`src/rtl/lock_chamber_if.sv`:
```
// lock_chamber_if: operator/sensor inputs and door, LED, level and state outputs of the lock chamber controller
interface lock_chamber_if #(parameter int LEVEL_W = 16);
  logic tick;
  logic outer_arrival;
  logic inner_arrival;
  logic outer_door_req;
  logic inner_door_req;
  logic auto_mode;
  logic manual_fill;
  logic manual_drain;
  logic [LEVEL_W-1:0] water_level;
  logic outer_openable;
  logic inner_openable;
  logic outer_door_open;
  logic inner_door_open;
  logic outer_led;
  logic inner_led;
  logic [2:0] state;
  logic reject;
  modport master (
    output tick, outer_arrival, inner_arrival, outer_door_req, inner_door_req,
           auto_mode, manual_fill, manual_drain,
    input  water_level, outer_openable, inner_openable, outer_door_open, inner_door_open,
           outer_led, inner_led, state, reject
  );
  modport slave (
    input  tick, outer_arrival, inner_arrival, outer_door_req, inner_door_req,
           auto_mode, manual_fill, manual_drain,
    output water_level, outer_openable, inner_openable, outer_door_open, inner_door_open,
           outer_led, inner_led, state, reject
  );
endinterface

```
`src/rtl/lock_chamber_ctrl.sv`:
```
// lock_chamber_ctrl: single-chamber gondola lock with two interlocked doors and a tick-driven water level model
module lock_chamber_ctrl #(
  parameter int LEVEL_W     = 16,
  parameter int OUTER_LEVEL = 2800,
  parameter int INNER_LEVEL = 5600,
  parameter int TOLERANCE   = 168,
  parameter int FILL_STEP   = 350,
  parameter int DRAIN_STEP  = 400,
  parameter int ARR_DELAY   = 5,
  parameter int DOOR_TIME   = 3,
  parameter int DEPT_DELAY  = 5,
  parameter int TIMER_W     = 8
) (
  input logic clk,
  input logic reset,
  lock_chamber_if.slave bus
);
  typedef enum logic [2:0] {IDLE, ARRIVE, ENTER, EQUALIZE, EXIT} state_t;
  localparam logic [LEVEL_W-1:0] OUT = LEVEL_W'(OUTER_LEVEL);
  localparam logic [LEVEL_W-1:0] INN = LEVEL_W'(INNER_LEVEL);
  localparam logic [LEVEL_W:0] OUT1 = (LEVEL_W+1)'(OUTER_LEVEL);
  localparam logic [LEVEL_W:0] INN1 = (LEVEL_W+1)'(INNER_LEVEL);
  localparam logic [LEVEL_W:0] TOL1 = (LEVEL_W+1)'(TOLERANCE);
  localparam logic [LEVEL_W:0] FILL1 = (LEVEL_W+1)'(FILL_STEP);
  localparam logic [LEVEL_W:0] DRAIN1 = (LEVEL_W+1)'(DRAIN_STEP);
  localparam logic [TIMER_W-1:0] ARR_T = TIMER_W'(ARR_DELAY);
  localparam logic [TIMER_W-1:0] DOOR_T = TIMER_W'(DOOR_TIME);
  localparam logic [TIMER_W-1:0] DEPT_T = TIMER_W'(DEPT_DELAY);
  state_t st;
  logic dir;
  logic [TIMER_W-1:0] timer, tinc;
  logic [LEVEL_W-1:0] level, filled, drained;
  logic [LEVEL_W:0] fill_v, drain_v;
  logic arr_req, dep_req, arr_ok, dep_ok, any_req, go, do_fill, do_drain, frozen;
  assign bus.water_level = level;
  assign bus.state = st;
  assign bus.outer_openable = {1'b0, level} <= OUT1 + TOL1;
  assign bus.inner_openable = {1'b0, level} + TOL1 >= INN1;
  // dir=0: gondola travels outer->inner, dir=1: inner->outer
  always_comb begin
    tinc = &timer ? timer : timer + 1'b1;
    arr_req = dir ? bus.inner_door_req : bus.outer_door_req;
    dep_req = dir ? bus.outer_door_req : bus.inner_door_req;
    arr_ok = dir ? bus.inner_openable : bus.outer_openable;
    dep_ok = dir ? bus.outer_openable : bus.inner_openable;
    any_req = bus.outer_door_req | bus.inner_door_req;
    go = st == IDLE     ? bus.outer_arrival | bus.inner_arrival :
         st == ARRIVE   ? arr_req & (tinc >= ARR_T) & arr_ok :
         st == ENTER    ? tinc >= DOOR_T :
         st == EQUALIZE ? dep_req & dep_ok :
         st == EXIT     ? tinc >= DEPT_T : 1'b1;
    fill_v = {1'b0, level} + FILL1;
    drain_v = {1'b0, level} - DRAIN1;
    filled = fill_v > INN1 ? INN : fill_v[LEVEL_W-1:0];
    drained = {1'b0, level} < OUT1 + DRAIN1 ? OUT : drain_v[LEVEL_W-1:0];
    do_fill = bus.auto_mode ? (st == ARRIVE & dir) | (st == EQUALIZE & ~dir) : bus.manual_fill & ~bus.manual_drain;
    do_drain = bus.auto_mode ? (st == ARRIVE & ~dir) | (st == EQUALIZE & dir) : bus.manual_drain & ~bus.manual_fill;
    frozen = bus.outer_door_open | bus.inner_door_open;
  end
  always_ff @(posedge clk) begin
    if (reset) begin
      st <= IDLE;
      dir <= 1'b0;
      timer <= '0;
      level <= OUT;
      bus.outer_door_open <= 1'b0;
      bus.inner_door_open <= 1'b0;
      bus.outer_led <= 1'b0;
      bus.inner_led <= 1'b0;
      bus.reject <= 1'b0;
    end else begin
      bus.reject <= bus.tick & any_req & ~go;
      if (bus.tick) begin
        if (!frozen) level <= do_fill ? filled : do_drain ? drained : level;
        timer <= go ? '0 : tinc;
        if (go) begin
          case (st)
            IDLE: begin
              st <= ARRIVE;
              dir <= ~bus.outer_arrival;
              bus.outer_led <= bus.outer_arrival;
              bus.inner_led <= ~bus.outer_arrival;
            end
            ARRIVE: begin
              st <= ENTER;
              bus.outer_door_open <= ~dir;
              bus.inner_door_open <= dir;
              bus.outer_led <= 1'b1;
              bus.inner_led <= 1'b1;
            end
            ENTER: begin
              st <= EQUALIZE;
              bus.outer_door_open <= 1'b0;
              bus.inner_door_open <= 1'b0;
            end
            EQUALIZE: begin
              st <= EXIT;
              bus.outer_door_open <= dir;
              bus.inner_door_open <= ~dir;
              bus.outer_led <= dir;
              bus.inner_led <= ~dir;
            end
            default: begin
              st <= IDLE;
              bus.outer_door_open <= 1'b0;
              bus.inner_door_open <= 1'b0;
              bus.outer_led <= 1'b0;
              bus.inner_led <= 1'b0;
            end
          endcase
        end
      end
    end
  end
endmodule

```
`src/flat_wrapper.sv`:
```
// flat-port wrapper written by rule: the top's interface ports become plain ports
module lock_chamber_ctrl_flat 
#(
  parameter int LEVEL_W     = 16,
  parameter int OUTER_LEVEL = 2800,
  parameter int INNER_LEVEL = 5600,
  parameter int TOLERANCE   = 168,
  parameter int FILL_STEP   = 350,
  parameter int DRAIN_STEP  = 400,
  parameter int ARR_DELAY   = 5,
  parameter int DOOR_TIME   = 3,
  parameter int DEPT_DELAY  = 5,
  parameter int TIMER_W     = 8
)
  (clk, reset, bus_tick, bus_outer_arrival, bus_inner_arrival, bus_outer_door_req, bus_inner_door_req, bus_auto_mode, bus_manual_fill, bus_manual_drain, bus_water_level, bus_outer_openable, bus_inner_openable, bus_outer_door_open, bus_inner_door_open, bus_outer_led, bus_inner_led, bus_state, bus_reject);
  lock_chamber_if #(.LEVEL_W(LEVEL_W)) bus_i ();
  input logic clk;
  input logic reset;
  input wire logic [$bits(bus_i.tick)-1:0] bus_tick;
  input wire logic [$bits(bus_i.outer_arrival)-1:0] bus_outer_arrival;
  input wire logic [$bits(bus_i.inner_arrival)-1:0] bus_inner_arrival;
  input wire logic [$bits(bus_i.outer_door_req)-1:0] bus_outer_door_req;
  input wire logic [$bits(bus_i.inner_door_req)-1:0] bus_inner_door_req;
  input wire logic [$bits(bus_i.auto_mode)-1:0] bus_auto_mode;
  input wire logic [$bits(bus_i.manual_fill)-1:0] bus_manual_fill;
  input wire logic [$bits(bus_i.manual_drain)-1:0] bus_manual_drain;
  output wire logic [$bits(bus_i.water_level)-1:0] bus_water_level;
  output wire logic [$bits(bus_i.outer_openable)-1:0] bus_outer_openable;
  output wire logic [$bits(bus_i.inner_openable)-1:0] bus_inner_openable;
  output wire logic [$bits(bus_i.outer_door_open)-1:0] bus_outer_door_open;
  output wire logic [$bits(bus_i.inner_door_open)-1:0] bus_inner_door_open;
  output wire logic [$bits(bus_i.outer_led)-1:0] bus_outer_led;
  output wire logic [$bits(bus_i.inner_led)-1:0] bus_inner_led;
  output wire logic [$bits(bus_i.state)-1:0] bus_state;
  output wire logic [$bits(bus_i.reject)-1:0] bus_reject;
  assign bus_i.tick = bus_tick;
  assign bus_i.outer_arrival = bus_outer_arrival;
  assign bus_i.inner_arrival = bus_inner_arrival;
  assign bus_i.outer_door_req = bus_outer_door_req;
  assign bus_i.inner_door_req = bus_inner_door_req;
  assign bus_i.auto_mode = bus_auto_mode;
  assign bus_i.manual_fill = bus_manual_fill;
  assign bus_i.manual_drain = bus_manual_drain;
  assign bus_water_level = bus_i.water_level;
  assign bus_outer_openable = bus_i.outer_openable;
  assign bus_inner_openable = bus_i.inner_openable;
  assign bus_outer_door_open = bus_i.outer_door_open;
  assign bus_inner_door_open = bus_i.inner_door_open;
  assign bus_outer_led = bus_i.outer_led;
  assign bus_inner_led = bus_i.inner_led;
  assign bus_state = bus_i.state;
  assign bus_reject = bus_i.reject;
  lock_chamber_ctrl #(.LEVEL_W(LEVEL_W), .OUTER_LEVEL(OUTER_LEVEL), .INNER_LEVEL(INNER_LEVEL), .TOLERANCE(TOLERANCE), .FILL_STEP(FILL_STEP), .DRAIN_STEP(DRAIN_STEP), .ARR_DELAY(ARR_DELAY), .DOOR_TIME(DOOR_TIME), .DEPT_DELAY(DEPT_DELAY), .TIMER_W(TIMER_W)) u_core (.clk(clk), .reset(reset), .bus(bus_i));
endmodule
```
`config.mk`:
```
export PLATFORM = sky130hd
export DESIGN_NAME = lock_chamber_ctrl_flat
export DESIGN_NICKNAME = d
export VERILOG_FILES = /design/src/rtl/lock_chamber_if.sv /design/src/rtl/lock_chamber_ctrl.sv /design/src/flat_wrapper.sv
export SDC_FILE = /design/constraint.sdc
export NUM_CORES = 1
export LEC_CHECK = 0
export ABC_AREA = 1
export BUFFER_PORTS_ARGS = -buffer_cell sky130_fd_sc_hd__buf_2
export CELL_PAD_IN_SITES_DETAIL_PLACEMENT = 0
export CELL_PAD_IN_SITES_GLOBAL_PLACEMENT = 1
export CORE_ASPECT_RATIO = 2
export CORE_UTILIZATION = 44
export CTS_CLUSTER_DIAMETER = 30
export DETAILED_ROUTE_END_ITERATION = 8
export PLACE_DENSITY = 0.89
export RECOVER_POWER = 25
export SYNTH_ARGS = -nofsm -noshare
export SYNTH_HDL_FRONTEND = slang
export SYNTH_SLANG_ARGS = --single-unit
```
`constraint.sdc`:
```
create_clock -name clk -period 4.75 [get_ports clk]
set_input_delay 0.475 -clock clk [delete_from_list [all_inputs] [get_ports clk]]
set_output_delay 0.475 -clock clk [all_outputs]
set_load 0.005 [all_outputs]
```
Yosys cells after proc, flatten, opt, wreduce, memory -nomap -nowiden

Index checks and enable logic that the tools add are counted.

Register bits: 33
Input port bits: 10
Logic and storage cells: 77
Output and inout port bits: 26

Muxes and demuxes: 22
Bitwise operators: 24
Reductions and logical operators: 8
Add/sub/neg operators: 4
Equality and inequality tests: 4
Order comparisons: 6

Operators with widths:

| kind                  | number |
|---|---|
| $mux 16               | 4 |
| $add 16x8->17 const B | 1 |
| $add 16x9->17 const B | 1 |
| $ge 17x13->1 const B  | 1 |
| $gt 17x13->1 const B  | 1 |
| $le 16x12->1 const B  | 1 |
| $lt 16x12->1 const B  | 1 |
| $mux 8                | 2 |
| $sub 16x9->16 const B | 1 |
| $pmux 3 s4            | 1 |
| $reduce_and 3->1      | 4 |
| $and 1x1->1           | 11 |
| $mux 1                | 11 |
| $add 8x1->8 const B   | 1 |
| $ge 8x2->1 const B    | 1 |
| $ge 8x3->1 const B    | 1 |
| $not 1->1             | 8 |
| $pmux 1 s4            | 2 |
| $reduce_and 8->1      | 1 |
| $eq 3x2->1 const B    | 2 |
| $pmux 1 s3            | 2 |
| $or 1x1->1            | 5 |
| $eq 3x1->1 const B    | 1 |
| $eq 3x3->1 const B    | 1 |
| 3 further kinds       | 3 |

Depth between registers and ports, before layout

Depth in word-level cells: 10
Gate-level depth with buffers: 21
Mapped depth without buffers: 21

Least setup slack after synthesis

Ideal clock, no wire load.

Kind: flip-flop to flip-flop
Start: register u_core.level[5], in the netlist u_core.bus.water_level[5]
End: register u_core.st[1], in the netlist u_core.bus.state[1]
Data required time: 4,615 ps
Cell stages (with the launch flop): 21
Path slack: 2,653 ps
Data arrival time: 1,962 ps
Buffers on the path: 0
Clock period less this slack: 2,097 ps
Setup time: 135 ps
Cells stage by stage: dfxtp_1 -> inv_2 -> ha_1 -> nand2_2 -> nand2_1 -> nand2_1 -> nor2_2 -> nand3_1 -> nand2_1 -> nand2_1 -> nand2_1 -> nor2_2 -> nand3_1 -> nand2_1 -> nand2_2 -> nand2_4 -> nand2_8 -> nand3_4 -> nand2_1 -> nand2_1 -> nor2_1

Longest elaborated chain between the ends: 9
Elaborated cells on any way between the ends: 12
Classes of those cells: add/sub (1); order compare (2); mux (6); bitwise (2); reduce/logical (1)

Ends and longest elaborated chain:

| what                                  | line                    | source |
|---|---|---|
| from (decl)                           | lock_chamber_ctrl.sv:32 | `logic [LEVEL_W-1:0] level, filled, drained;` |
| from (signal assigned)                | lock_chamber_ctrl.sv:74 | `if (!frozen) level <= do_fill ? filled : do_drain ? drained : level;` |
| $add 16x8->17                         | lock_chamber_ctrl.sv:38 | `assign bus.inner_openable = {1'b0, level} + TOL1 >= INN1;` |
| $ge 17x13->1                          | lock_chamber_ctrl.sv:38 |  |
| $mux 1                                | lock_chamber_ctrl.sv:45 | `dep_ok = dir ? bus.outer_openable : bus.inner_openable;` |
| $and 1x1->1                           | lock_chamber_ctrl.sv:50 | `st == EQUALIZE ? dep_req & dep_ok :` |
| $mux 1                                | lock_chamber_ctrl.sv:50 |  |
| $mux 1                                | lock_chamber_ctrl.sv:49 | `st == ENTER ? tinc >= DOOR_T :` |
| $mux 1 (*)                            | lock_chamber_ctrl.sv:48 | `st == ARRIVE ? arr_req & (tinc >= ARR_T) & arr_ok :` |
| $mux 1 (*)                            | lock_chamber_ctrl.sv:47 | `go = st == IDLE ? bus.outer_arrival \| bus.inner_arrival :` |
| $reduce_and 2->1 (no source line) (*) | -                       |  |
| to (signal assigned)                  | lock_chamber_ctrl.sv:62 | `st <= IDLE;` |
| to (signal assigned)                  | lock_chamber_ctrl.sv:79 | `st <= ARRIVE;` |
| to (signal assigned)                  | lock_chamber_ctrl.sv:85 | `st <= ENTER;` |
| to (decl)                             | lock_chamber_ctrl.sv:29 | `state_t st;` |

Mark *: on every way between the ends. The rest lies on a longest branch, timed or not.
A chain may end at the register's enable or synchronous reset.

Final worst setup path

Start: register u_core.level[5], in the netlist u_core.bus.water_level[5]
End: output bus_inner_openable

Longest elaborated chain between the ends: 2

Ends and longest elaborated chain:

| what          | line                    | source |
|---|---|---|
| $add 16x8->17 | lock_chamber_ctrl.sv:38 |  |
| $ge 17x13->1  | lock_chamber_ctrl.sv:38 |  |
| to (decl)     | flat_wrapper.sv:29      | `output wire logic [$bits(bus_i.inner_openable)-1:0] bus_inner_openable;` |

Every way passes these cells.

==> results.py <==
metrics = {
    "detailed_routing": {
        "num_vias": 3199,
        "antenna_left": 0,
        "wl_per_cell_microns": 14.4,
        "dr.pass1.iters": 5,
        "drt_iter0_markers": 154,
        "route.detailed.drc": 0,
        "drt_wl_total_microns": 8740,
        "viasPerCell": 5.27,
    },
    "logic_synthesis": {
        "synth-compound-area-share_pct": 13.2,
        "yosys_warnings": 0,
        "yosys.area_share.simple_pct": 45.7,
        "synth_edf_count": 0,
        "synthXorXnorAreaFrac_pct": 5.75,
        "ys_seq_area_share_pct": 21.0,
        "ys_async_sr_fraction_pct": 0,
        "synthesis.area_sq_um": 3050,
        "syn_avg_cell_area_sq_um": 6.18,
        "syn_nets": 510,
        "post_synth_num_cell_types": 45,
        "synth_top_family_by_area": "simple AND/OR/NAND/NOR gates",
        "ys_ff_latch": 32,
        "synthMuxAreaShare_pct": 0,
        "synthCells": 493,
        "synthFlopType": "dfxtp_1",
        "yosys.area_share.adder_pct": 2.87,
    },
    "power_and_ir_drop": {
        "cellPowerDensity_nw_per_um2": 531,
        "leakagePower_nw": 1.59,
        "vdd_ir_drop_max_uv": 334,
    },
    "grt": {
        "antenna_found_initial": 0,
        "grt_overflow": 0,
        "grt_max_degree": 19,
        "grt_pass1_wl_microns": 14600,
        "track_usage_pct": 27.1,
        "grt_pass1_vias": 3221,
    },
    "sta": {
        "setup_tns_ps": 0,
        "fin_crit_ps": 2640,
        "post-route-period-util_pct": 55.5,
        "hold_viol": 0,
        "relSlewSlack_pct": 61.8,
        "finClkSkew_ps": 3.36,
        "max_freq_mhz": 379,
        "setup_viol": 0,
        "rsz0062_at_grt": "false",
        "drv_slew": 0,
        "worst_slew_pin_slew_ps": 571,
    },
    "clocking": {
        "cts_buffers": 5,
        "tritoncts": "built",
        "cts-resized-gates": 0,
        "cts_hold_repair.buffers": 0,
        "cts_setup_buffers": 0,
        "clk_pin_slew_ps": 50,
        "clock_path_buffers": 2,
        "clk_latency_ps": 280,
        "clock-root-buffer": "clkbuf_16",
        "cts_max_level": 2,
        "clkSinkCount": 32,
    },
    "worst_setup_path": {
        "rrSetupSlack_ps": 2270,
        "critPathMaxFanout": 9,
        "slowest_delay_ps": 510,
        "crit_arrival_ps": 2160,
        "worstPathCellList": "inv_2 -> ha_1 -> nand2_2 -> nand2_1 -> nand2_1 -> nor2_2 -> nand3_1 -> nand2_1 -> nand2_1 -> nand2_1 -> nor2_2 -> nand2_1 -> buf_2",
        "slowest_stage": "dfxtp_1",
        "path_buf_inv": 2,
        "path_common_cell": "nand2_1",
        "endpoint_kind": "primary output",
        "cp-start-kind": "register",
        "worstPathRequired_ps": 4280,
        "critPathKind": "register to primary output",
        "critPathTopFamily": "simple AND/OR/NAND/NOR gates",
    },
    "finish": {
        "diodes": 0,
        "stdcell_area_sq_um": 3380,
        "layout_common_cells": "nand2_1 (126), nor2_1 (62), inv_1 (52)",
        "nets": 536,
        "syn2layout_area_growth_pct": 10.9,
        "final_layout_size_suffix_gt1_share_pct": 19.7,
        "final_common_cell": "nand2_1",
    },
    "placement": {
        "globalplace.congestion": 0.948,
        "hpwl_microns": 6850,
        "port_buffers": 34,
        "placed_cell_area_sq_um": 3230,
    },
    "flow_run": {
        "cap_violations": 0,
    },
    "floorplan": {
        "die_area_sq_um": 7280,
        "die_x_microns": 60.9,
        "fp.dieH_microns": 120,
        "design.portCount": 36,
        "core_sq_um": 6670,
        "rows": 42,
        "initial_core_util_pct": 45.7,
    },
    "min_path": {
        "hp-class": "input pin to register",
    },
    "status": {
        "status": "finished clean",
    },
}
-- layer usage --
metal  up-vias  share of wire, %  GRT usage [%]
li1       1629                 -              -
met1      1447                35           24.9
met2        86                54           47.8
met3        37               3.7           5.28
met4         0               6.7           22.0
met5         -                 0              0
-- metrics by stage --
stage	instances	power (mW)	util [%]	hold WS (ps)	setup slack (ps)
after floorplan	493	1.21	-	483	2650
after global placement	600	1.45	48.4	494	2170
after detailed placement	600	1.46	48.4	498	2150
after CTS	607	1.81	50.7	465	2100
after global routing	607	1.96	50.6	494	1870
final	607	1.79	50.6	471	2110
-- logic make-up (layout without fill, tap and decap cells) --
group                      count (synthesis)  after routing
DFF                                       32             32
buffers and inverters                     81            107
AOI/OAI and AO/OA                         61             61
adders and majority gates                  7              7
xor gates and xnor gates                  20             20
and+or+nand+nor                          291            291
other                                      1              1
-- registers in the layout, indices dropped and copies added, names as in the netlist --
signal / cells
u_core.bus.water_level: 15
u_core.bus.inner_door_open: 1
u_core.bus.state: 3
u_core.bus.outer_led: 1
u_core.timer: 8
u_core.bus.inner_led: 1
u_core.bus.outer_door_open: 1
u_core.bus.reject: 1
u_core.dir: 1
-- report_power, final --
part | switching, mW | internal, mW | leakage [nW]
Sequential | 0.111 | 0.333 | 0.261
Combinational | 0.667 | 0.346 | 1.25
Clock | 0.117 | 0.220 | 0.0760
Total | 0.895 | 0.899 | 1.59
-- cell type report --
cell class	count	area, sq um
clock buffer	7	153
fill	770	3290
inverter	66	250
multi-input combinational	380	2060
sequential	32	641
tap	88	110
timing repair buffer	34	164
-- path summary, 6_finish.rpt --
kind | start | endpoint | cells past startpoint
worst max-delay path | u_core.bus.water_level[5] | bus_inner_openable | 13
worst min-delay path | bus_inner_door_req | u_core.bus.reject | 3
worst max register to register | u_core.bus.water_level[9] | u_core.bus.outer_door_open | 12
worst min register to register | u_core.bus.inner_led | u_core.bus.inner_led | 4
-- worst register-to-register path, cell delays in order, from the launching register on --
cell,delay [ps]
dfxtp_1,660
nand2_1,190
nor4_2,400
nand4_1,220
nand2_1,150
o21ai_0,80
a21oi_1,160
nand2_2,110
nand2_8,140
nand3_2,110
nand2_1,80
nand2_1,40
nor2_1,90
-- cell usage after synthesis (all sizes together) (3+ instances only) --
master | number | area share (%)
nand2 | 148 | 21
nor2 | 69 | 9.4
inv | 65 | 8.1
nand3 | 41 | 7.3
dfxtp | 32 | 21
a21oi | 26 | 5.6
o21ai | 19 | 3.4
xor2 | 18 | 5.2
nand4 | 14 | 3.4
buf | 11 | 2.6
nor3 | 10 | 2.3
ha | 7 | 2.9
o211ai | 5 | 1.4
clkbuf | 4 | 0.49
nand3b | 4 | 0.99
a211oi | 3 | 0.74
a31oi | 3 | 0.82
nor4 | 3 | 0.82
o21bai | 3 | 0.74
Power figures use the tool's default switching activity.
